$ cat src/rtl/moore_pattern_gen.sv
// Moore serial pattern transmitter: sends PATTERN MSB-first on X with VALID, optional repeats; macro PATTERN_GEN_PARITY_EN adds an even-parity bit per frame.
// First bit two cycles after START is accepted; START is ignored while BUSY (no backpressure on X).
module moore_pattern_gen #(
    parameter int WIDTH = 8,
    parameter int CNTW  = 4,
    parameter int RW    = 4
) (
    input  logic             CLK,
    input  logic             RST,
    input  logic             START,
    input  logic [WIDTH-1:0] PATTERN,
    input  logic [CNTW-1:0]  LEN,
    input  logic [RW-1:0]    REPEAT,
    output logic             X,
    output logic             VALID,
    output logic             BUSY,
    output logic             DONE,
    output logic [15:0]      EDGES,
    output logic [2:0]       Cstate
);

    typedef enum logic [2:0] {
        IDLE  = 3'b000,
        LOAD  = 3'b001,
        SHIFT = 3'b011,
        PAR   = 3'b111,
        GAP   = 3'b010,
        FIN   = 3'b110
    } state_t;

    localparam logic [CNTW-1:0] LEN_MAX = CNTW'(WIDTH);

    state_t           state;
    logic [WIDTH-1:0] pat_cap;
    logic [WIDTH-1:0] shreg;
    logic [WIDTH-1:0] frame_init;
    logic [CNTW-1:0]  len_cap;
    logic [CNTW-1:0]  bitcnt;
    logic [CNTW-1:0]  len_in;
    logic [RW-1:0]    rep_cap;
    logic [RW-1:0]    rep_left;
    logic             prev_x;
    logic             first_bit;
    logic             edge_hit;

    assign len_in     = (LEN > LEN_MAX) ? LEN_MAX : LEN;
    // Left-justify the frame so its first bit sits in the MSB of the shifter.
    assign frame_init = pat_cap << (WIDTH - int'(len_cap));
    assign edge_hit   = !first_bit && (X != prev_x) && (EDGES != 16'hFFFF);
    assign Cstate     = state;

    always_ff @(posedge CLK) begin
        if (RST) begin
            state     <= IDLE;
            X         <= 1'b0;
            VALID     <= 1'b0;
            BUSY      <= 1'b0;
            DONE      <= 1'b0;
            EDGES     <= 16'd0;
            pat_cap   <= '0;
            shreg     <= '0;
            len_cap   <= '0;
            bitcnt    <= '0;
            rep_cap   <= '0;
            rep_left  <= '0;
            prev_x    <= 1'b0;
            first_bit <= 1'b0;
        end else begin
            case (state)
                IDLE: begin
                    X     <= 1'b0;
                    VALID <= 1'b0;
                    DONE  <= 1'b0;
                    if (START && (LEN != '0)) begin
                        pat_cap <= PATTERN;
                        len_cap <= len_in;
                        rep_cap <= REPEAT;
                        EDGES   <= 16'd0;
                        BUSY    <= 1'b1;
                        state   <= LOAD;
                    end else begin
                        BUSY <= 1'b0;
                    end
                end
                LOAD: begin
                    shreg     <= frame_init;
                    bitcnt    <= len_cap;
                    rep_left  <= rep_cap;
                    X         <= frame_init[WIDTH-1];
                    VALID     <= 1'b1;
                    first_bit <= 1'b1;
                    state     <= SHIFT;
                end
                SHIFT: begin
                    shreg     <= shreg << 1;
                    bitcnt    <= bitcnt - CNTW'(1);
                    prev_x    <= X;
                    first_bit <= 1'b0;
                    if (edge_hit)
                        EDGES <= EDGES + 16'd1;
                    if (bitcnt == CNTW'(1)) begin
`ifdef PATTERN_GEN_PARITY_EN
                        X     <= ^frame_init;
                        VALID <= 1'b1;
                        state <= PAR;
`else
                        X     <= 1'b0;
                        VALID <= 1'b0;
                        if (rep_left != '0) begin
                            state <= GAP;
                        end else begin
                            DONE  <= 1'b1;
                            state <= FIN;
                        end
`endif
                    end else begin
                        X <= shreg[WIDTH-2];
                    end
                end
`ifdef PATTERN_GEN_PARITY_EN
                PAR: begin
                    prev_x <= X;
                    X      <= 1'b0;
                    VALID  <= 1'b0;
                    if (edge_hit)
                        EDGES <= EDGES + 16'd1;
                    if (rep_left != '0) begin
                        state <= GAP;
                    end else begin
                        DONE  <= 1'b1;
                        state <= FIN;
                    end
                end
`endif
                GAP: begin
                    shreg     <= frame_init;
                    bitcnt    <= len_cap;
                    rep_left  <= rep_left - RW'(1);
                    X         <= frame_init[WIDTH-1];
                    VALID     <= 1'b1;
                    first_bit <= 1'b1;
                    state     <= SHIFT;
                end
                FIN: begin
                    X     <= 1'b0;
                    VALID <= 1'b0;
                    DONE  <= 1'b0;
                    BUSY  <= 1'b0;
                    state <= IDLE;
                end
                default: begin
                    X     <= 1'b0;
                    VALID <= 1'b0;
                    DONE  <= 1'b0;
                    BUSY  <= 1'b0;
                    state <= IDLE;
                end
            endcase
        end
    end

endmodule

$ cat config.mk
export PLATFORM = sky130hd
export DESIGN_NAME = moore_pattern_gen
export DESIGN_NICKNAME = d
export VERILOG_FILES = /design/src/rtl/moore_pattern_gen.sv
export SDC_FILE = /design/constraint.sdc
export NUM_CORES = 1
export LEC_CHECK = 0
export CAP_MARGIN = 10
export CORE_MARGIN = 1.5
export CORE_UTILIZATION = 36
export DETAILED_ROUTE_END_ITERATION = 10
export PLACE_DENSITY_LB_ADDON = 0.15
export REMOVE_ABC_BUFFERS = 1
export SKIP_CTS_REPAIR_TIMING = 1
export SYNTH_ARGS = -nofsm -noshare
export SYNTH_HDL_FRONTEND = slang
export SYNTH_SLANG_ARGS = --single-unit
$ cat constraint.sdc
create_clock -name CLK -period 2.4 [get_ports CLK]
set_input_delay 0.48 -clock CLK [delete_from_list [all_inputs] [get_ports CLK]]
set_output_delay 0.48 -clock CLK [all_outputs]
set_load 0.1 [all_outputs]
==> flow_metrics.env, run 1 <==
export IMPL_seq_area_frac_synth_pct=39.3
export IMPL_reg2reg_from="len_cap[1]"
export IMPL_ys_types=60
export IMPL_tightestPinTransition_ns=1.00
export IMPL_synth_compound_area_share_pct=18.7
export IMPL_path_clk_slew_ns=0.10
export IMPL_wl_per_cell_um=12.7
export IMPL_vias=2526
export IMPL_min_to="pat_cap[7]"
export IMPL_rr_worst_depth=7
export IMPL_yosysTopAreaCellShare_pct=39.3
export IMPL_die_w_um=92.0
export IMPL_seq_area_um2=1120
export IMPL_synthSimpleGateAreaFrac_pct=27.0
export IMPL_yosys_warnings=0
export IMPL_yosysMostFrequentCell="dfxtp_1"
export IMPL_ant_nets=0
export IMPL_p_leak_nw=1.19
export IMPL_drt_iter0_markers=145
export IMPL_layout_min_cycle_time_ns=2.08
export IMPL_synth_adder_area_share_pct=2.19
export IMPL_critical_path_class="reg -> reg"
export IMPL_grt_pass1_vias=2306
export IMPL_via_per_inst=5.13
export IMPL_port_buffer_count=41
export IMPL_synth_seq_cells=56
export IMPL_placed_cells=484
export IMPL_grt_usage_pct=15.3
export IMPL_syn_area_per_cell_um2=8.20
export IMPL_firstDrtPassIters=4
export IMPL_maxCapViolations=0
export IMPL_cts_sinks=56
export IMPL_cp_arrival_ns=2.31
export IMPL_drcViolationCount=0
export IMPL_gp_congestion=0.845
export IMPL_outcome="finished clean"
export IMPL_stdcell_count=492
export IMPL_dp_hpwl_mm=4.71
export IMPL_synthFlopType="dfxtp_1"
export IMPL_r2r_end="shreg[4]"
export IMPL_finalHoldViolations=0
export IMPL_r2r_setup_slack_ns=0.32
export IMPL_fin_nets=413
export IMPL_period_share_pct=86.6
export IMPL_dieArea_um2=8470
export IMPL_holdWs_ns=0.460
export IMPL_netlist_area_um2=2850
export IMPL_diodes=0
export IMPL_peakVddDrop_v=0.000231
export IMPL_post_route_util_pct=44.9
export IMPL_synth_mux_area_share_pct=5.52
export IMPL_finalPower_mw=2.14
export IMPL_grt_start_max_net_pins=20
export IMPL_cp_max_fo=6
export IMPL_rsz0062_at_grt="no"
export IMPL_timing_setup_tns_ns=0
export IMPL_cts_root_buf="clkbuf_8"
export IMPL_relSlewSlack_pct=33.0
export IMPL_synth_xor_area_share_pct=2.76
export IMPL_setup_viol=0
export IMPL_io_pins=42
export IMPL_netlist_top_cells_count="dfxtp_1 (56), nand2_1 (49), a21oi_1 (47)"
export IMPL_hold_class="reg -> reg"
export IMPL_grt_overflow=0
export IMPL_hold_depth=2
export IMPL_cp_start_kind="register"
export IMPL_worstSkewPairLatency_ns=0.30
export IMPL_core_area_um2=7690
export IMPL_multi_input_area_um2=1600
export IMPL_cts_tree="yes"
export IMPL_crit_path_end_kind="register"
export IMPL_start_util_pct=37.1
export IMPL_worstPathRequired_ns=2.63
export IMPL_synth_top_cell_by_area="dfxtp_1"
export IMPL_synthArstFlopShare_pct=0
export IMPL_cts_buffers=5
export IMPL_wirelength_mm=6.27
export IMPL_rows=32
export IMPL_powerDensity_nw_per_um2=620
export IMPL_drive_above_1_share_pct=15.1
export IMPL_die_y_um=92.0
export IMPL_cts_htree_levels=2
export IMPL_grt_pass1_wl_mm=10.7
export IMPL_slew_viol_final=0
export IMPL_cts_buffer_depth=2
export IMPL_fin_skew_ns=0.00374
export IMPL_synth_top_family_by_area="simple AND/OR/NAND/NOR gates"
export IMPL_syn_inst=348
export IMPL_min_from="pat_cap[7]"
export IMPL_antenna_found_initial=0
export IMPL_fmax_mhz=481
export IMPL_synth_edf_count=0
export IMPL_synth_area_leaders="dfxtp_1 (39%), a21oi_1 (8.2%), nand2_1 (6.4%), nor2_1 (4.5%), mux2i_1 (3.2%)"
export IMPL_n_fill_cell=800
export IMPL_area_delta_synth_final_pct=20.8
[kinds of logic (layout without fill, tap and decap cells)]
group | count (synthesis) | in the layout
AOI/OAI and AO/OA | 86 | 86
xor gates and xnor gates | 9 | 9
adders and majority gates | 5 | 5
buffers and inverters | 29 | 71
DFF | 56 | 56
muxes | 13 | 13
and+or+nand+nor | 150 | 150
[critical path, cell delays in order (launching register included)]
cell	delay [ns]
dfxtp_1	0.44
inv_1	0.07
ha_1	0.35
nor3b_1	0.29
mux2i_1	0.11
a2111oi_0	0.49
a211oi_1	0.08
nor3_1	0.19
[layout make-up]
type / instances / share of cell area [%]
clock buffer: 6 / 2.10
sequential: 56 / 32.5
multi-input combinational: 263 / 46.5
clock inverter: 2 / 1.02
tap: 102 / 3.70
timing repair buffer: 55 / 13.3
inverter: 8 / 0.871
[report_power, final]
part           switching [mW]  leakage [nW]  internal (mW)
Clock                   0.305        0.0552          0.310
Combinational           0.292         0.683          0.185
Sequential             0.0561         0.456          0.987
Total                   0.654          1.19           1.48
[worst max path at each step]
| stage | depth (start not counted) | end | from | slack [ns] |
|---|---|---|---|---|
| 3_3_place_gp | 6 | len_cap[0] | LEN[2] | 0.04 |
| 5_1_grt | 7 | shreg[1] | len_cap[1] | 0.05 |
| 3_5_place_dp | 6 | len_cap[0] | LEN[2] | -0.01 |
| 6_report | 7 | shreg[4] | len_cap[1] | 0.32 |
| 2_1_floorplan | 5 | EDGES[9] | EDGES[10] | -0.20 |
| 4_1_cts | 7 | shreg[4] | len_cap[1] | 0.28 |
[sequential cells by signal (all words and copies together), names as in the netlist]
signal,cells
BUSY,1
rep_left,4
first_bit,1
EDGES,16
len_cap,4
pat_cap,8
rep_cap,4
DONE,1
prev_x,1
bitcnt,4
X,1
shreg,7
VALID,1
Cstate,3
[metrics by stage]
stage	setup WS (ns)	area, um^2
floorplan	-0.205	2760
global placement	0.0358	3340
detailed placement	-0.00962	3340
CTS	0.276	3450
global route	0.0532	3450
finish	0.321	3450
[layout by cell type (no fill, tap or decap), types with 5 or more instances in the layout]
master and instances:
ha_1 5, clkbuf_8 5, or3_1 5, nand2_1 49, nand2b_1 8, buf_4 37
clkdlybuf4s50_1 18, a21oi_1 47, dfxtp_1 56, nor2_1 34, inv_1 8, xnor2_1 5
nand3_1 9, nor3_1 10, mux2i_1 9, o21ai_0 8, or4_1 6
[metal layers]
metal / GRT usage, % / vias up / routed length [um]
li1: - / 1312 / -
met2: 25.8 / 54 / 2750
met4: 3.85 / 0 / 61
met1: 20.2 / 1154 / 3180
met5: 0 / - / 0
met3: 2.90 / 6 / 267
No activity file was read; power rests on OpenSTA's default activity.
==> inputs of run 2 (changes only) <==
- SLEW_MARGIN: not set -> 30
- clock period: 2.4 -> 2.5 ns (I/O delays scaled with it)
==> run 2 against run 1 <==
Worst hold slack improved by 0.00090 ns; sequential power decreased by 4%; register-to-register slack improved by 0.04 ns; largest cell class unchanged; largest power group unchanged.
==> flow_metrics.env, run 2 (synthesis gave the netlist of run 1 again) <==
export IMPL_tightestPinTransition_ns=0.570
export IMPL_area_delta_synth_final_pct=19.9
export IMPL_start_util_pct=37.1
export IMPL_fmax_mhz=468
export IMPL_cts_htree_levels=2
export IMPL_rows=32
export IMPL_diodes=0
export IMPL_drive_above_1_share_pct=14.1
export IMPL_firstDrtPassIters=4
export IMPL_vias=2525
export IMPL_grt_overflow=0
export IMPL_holdWs_ns=0.461
export IMPL_finalPower_mw=2.03
export IMPL_outcome="finished clean"
export IMPL_antenna_found_initial=0
export IMPL_stdcell_count=486
export IMPL_cts_root_buf="clkbuf_8"
export IMPL_r2r_setup_slack_ns=0.36
export IMPL_fin_skew_ns=0.0119
export IMPL_final_cell_mix="dfxtp_1 (56), nand2_1 (49), a21oi_1 (47)"
export IMPL_peakVddDrop_v=0.000285
export IMPL_maxCapViolations=0
export IMPL_finalHoldViolations=0
export IMPL_grt_pass1_wl_mm=10.8
export IMPL_drt_iter0_markers=120
export IMPL_critical_path_class="reg -> reg"
export IMPL_fin_nets=409
export IMPL_die_w_um=92.0
export IMPL_timing_setup_tns_ns=0
export IMPL_wl_per_cell_um=13.1
export IMPL_cts_buffers=5
export IMPL_top_regs="EDGES (16), pat_cap (8), shreg (7)"
export IMPL_wirelength_mm=6.36
export IMPL_rsz0062_at_grt="no"
export IMPL_largest_reg_flops=16
export IMPL_relSlewSlack_pct=62.0
export IMPL_cts_buffer_depth=2
export IMPL_path_cells="inv_1 -> ha_1 -> nor3b_1 -> mux2i_1 -> a2111oi_0 -> a211oi_1 -> nor3_1"
export IMPL_cts_sinks=56
export IMPL_gp_congestion=0.758
export IMPL_grt_usage_pct=15.6
export IMPL_dp_hpwl_mm=4.55
export IMPL_die_y_um=92.0
export IMPL_period_share_pct=85.6
export IMPL_worstPathRequired_ns=2.73
export IMPL_dieArea_um2=8470
export IMPL_hold_class="reg -> reg"
export IMPL_layout_min_cycle_time_ns=2.14
export IMPL_layout_commonest_cell="dfxtp_1"
export IMPL_powerDensity_nw_per_um2=595
export IMPL_grt_start_max_net_pins=41
export IMPL_critPathMaxStageDelay_ns=0.49
export IMPL_worstSkewPairLatency_ns=0.31
export IMPL_rr_worst_depth=7
export IMPL_hold_depth=2
export IMPL_critical_path_slowest_cell="a2111oi_0"
export IMPL_cts_tree="yes"
export IMPL_n_fill_cell=787
export IMPL_setup_viol=0
export IMPL_path_clk_slew_ns=0.10
export IMPL_crit_path_end_kind="register"
export IMPL_port_buffer_count=41
export IMPL_via_per_inst=5.20
export IMPL_ant_nets=0
export IMPL_core_area_um2=7690
export IMPL_io_pins=42
export IMPL_slew_viol_final=0
export IMPL_cp_max_fo=6
export IMPL_placed_cells=480
export IMPL_cp_arrival_ns=2.36
export IMPL_cp_start_kind="register"
export IMPL_grt_pass1_vias=2297
export IMPL_drcViolationCount=0
export IMPL_largest_register="EDGES"
export IMPL_p_leak_nw=1.18
[run 2: changes by cell type in the layout (fill, tap and decap cells not counted), sizes merged]
cell / change
clkinv: -1
buf: -4
clkbuf: -1
[run 2: routing by layer]
| layer | share of wire [%] | vias to the layer above | track usage [%] |
|---|---|---|---|
| met2 | 45 | 41 | 26.2 |
| li1 | - | 1305 | - |
| met5 | 0 | - | 0 |
| met3 | 3.4 | 5 | 2.90 |
| met1 | 50 | 1174 | 20.4 |
| met4 | 0.86 | 0 | 4.23 |
[run 2: layout make-up]
cell class / instances / area, um^2 / share of cell area [%]
repair buffers: 51 / 440 / 12.9
flip-flops and latches: 56 / 1120 / 32.8
inverters: 8 / 30.0 / 0.878
clock buffers: 5 / 68.8 / 2.01
clock inverters: 1 / 30.0 / 0.878
multi-input cells: 263 / 1600 / 46.9
well taps: 102 / 128 / 3.73
[run 2: metrics by stage]
stage | cell area [um^2] | worst slack [ns] | utilization (%)
floorplan | 2760 | -0.105 | -
global placement | 3320 | 0.0854 | 43.2
detailed placement | 3320 | 0.0642 | 43.2
CTS | 3420 | 0.370 | 44.5
global route | 3420 | 0.168 | 44.5
finish | 3420 | 0.361 | 44.5
[run 2: worst paths after layout]
| check | startpoint | endpoint |
|---|---|---|
| max | len_cap[1] | shreg[4] |
| min | first_bit | first_bit |
| max reg2reg | len_cap[1] | shreg[4] |
| min reg2reg | first_bit | first_bit |
[run 2: critical path: cells and delay by family (launching register included)]
kind | cells | cell delay, ns
flip-flops | 1 | 0.45
adder cells (fa/ha/maj) | 1 | 0.37
multiplexers | 1 | 0.11
buffers and inverters | 1 | 0.07
AND/OR/NAND/NOR | 2 | 0.48
AO/OA/AOI/OAI | 2 | 0.57
[run 2: power by group]
part           leakage, nW  total (mW)  switching, mW  internal (mW)
sequential           0.456        1.00         0.0542          0.948
combinational        0.670       0.456          0.279          0.177
clock               0.0501       0.576          0.288          0.288
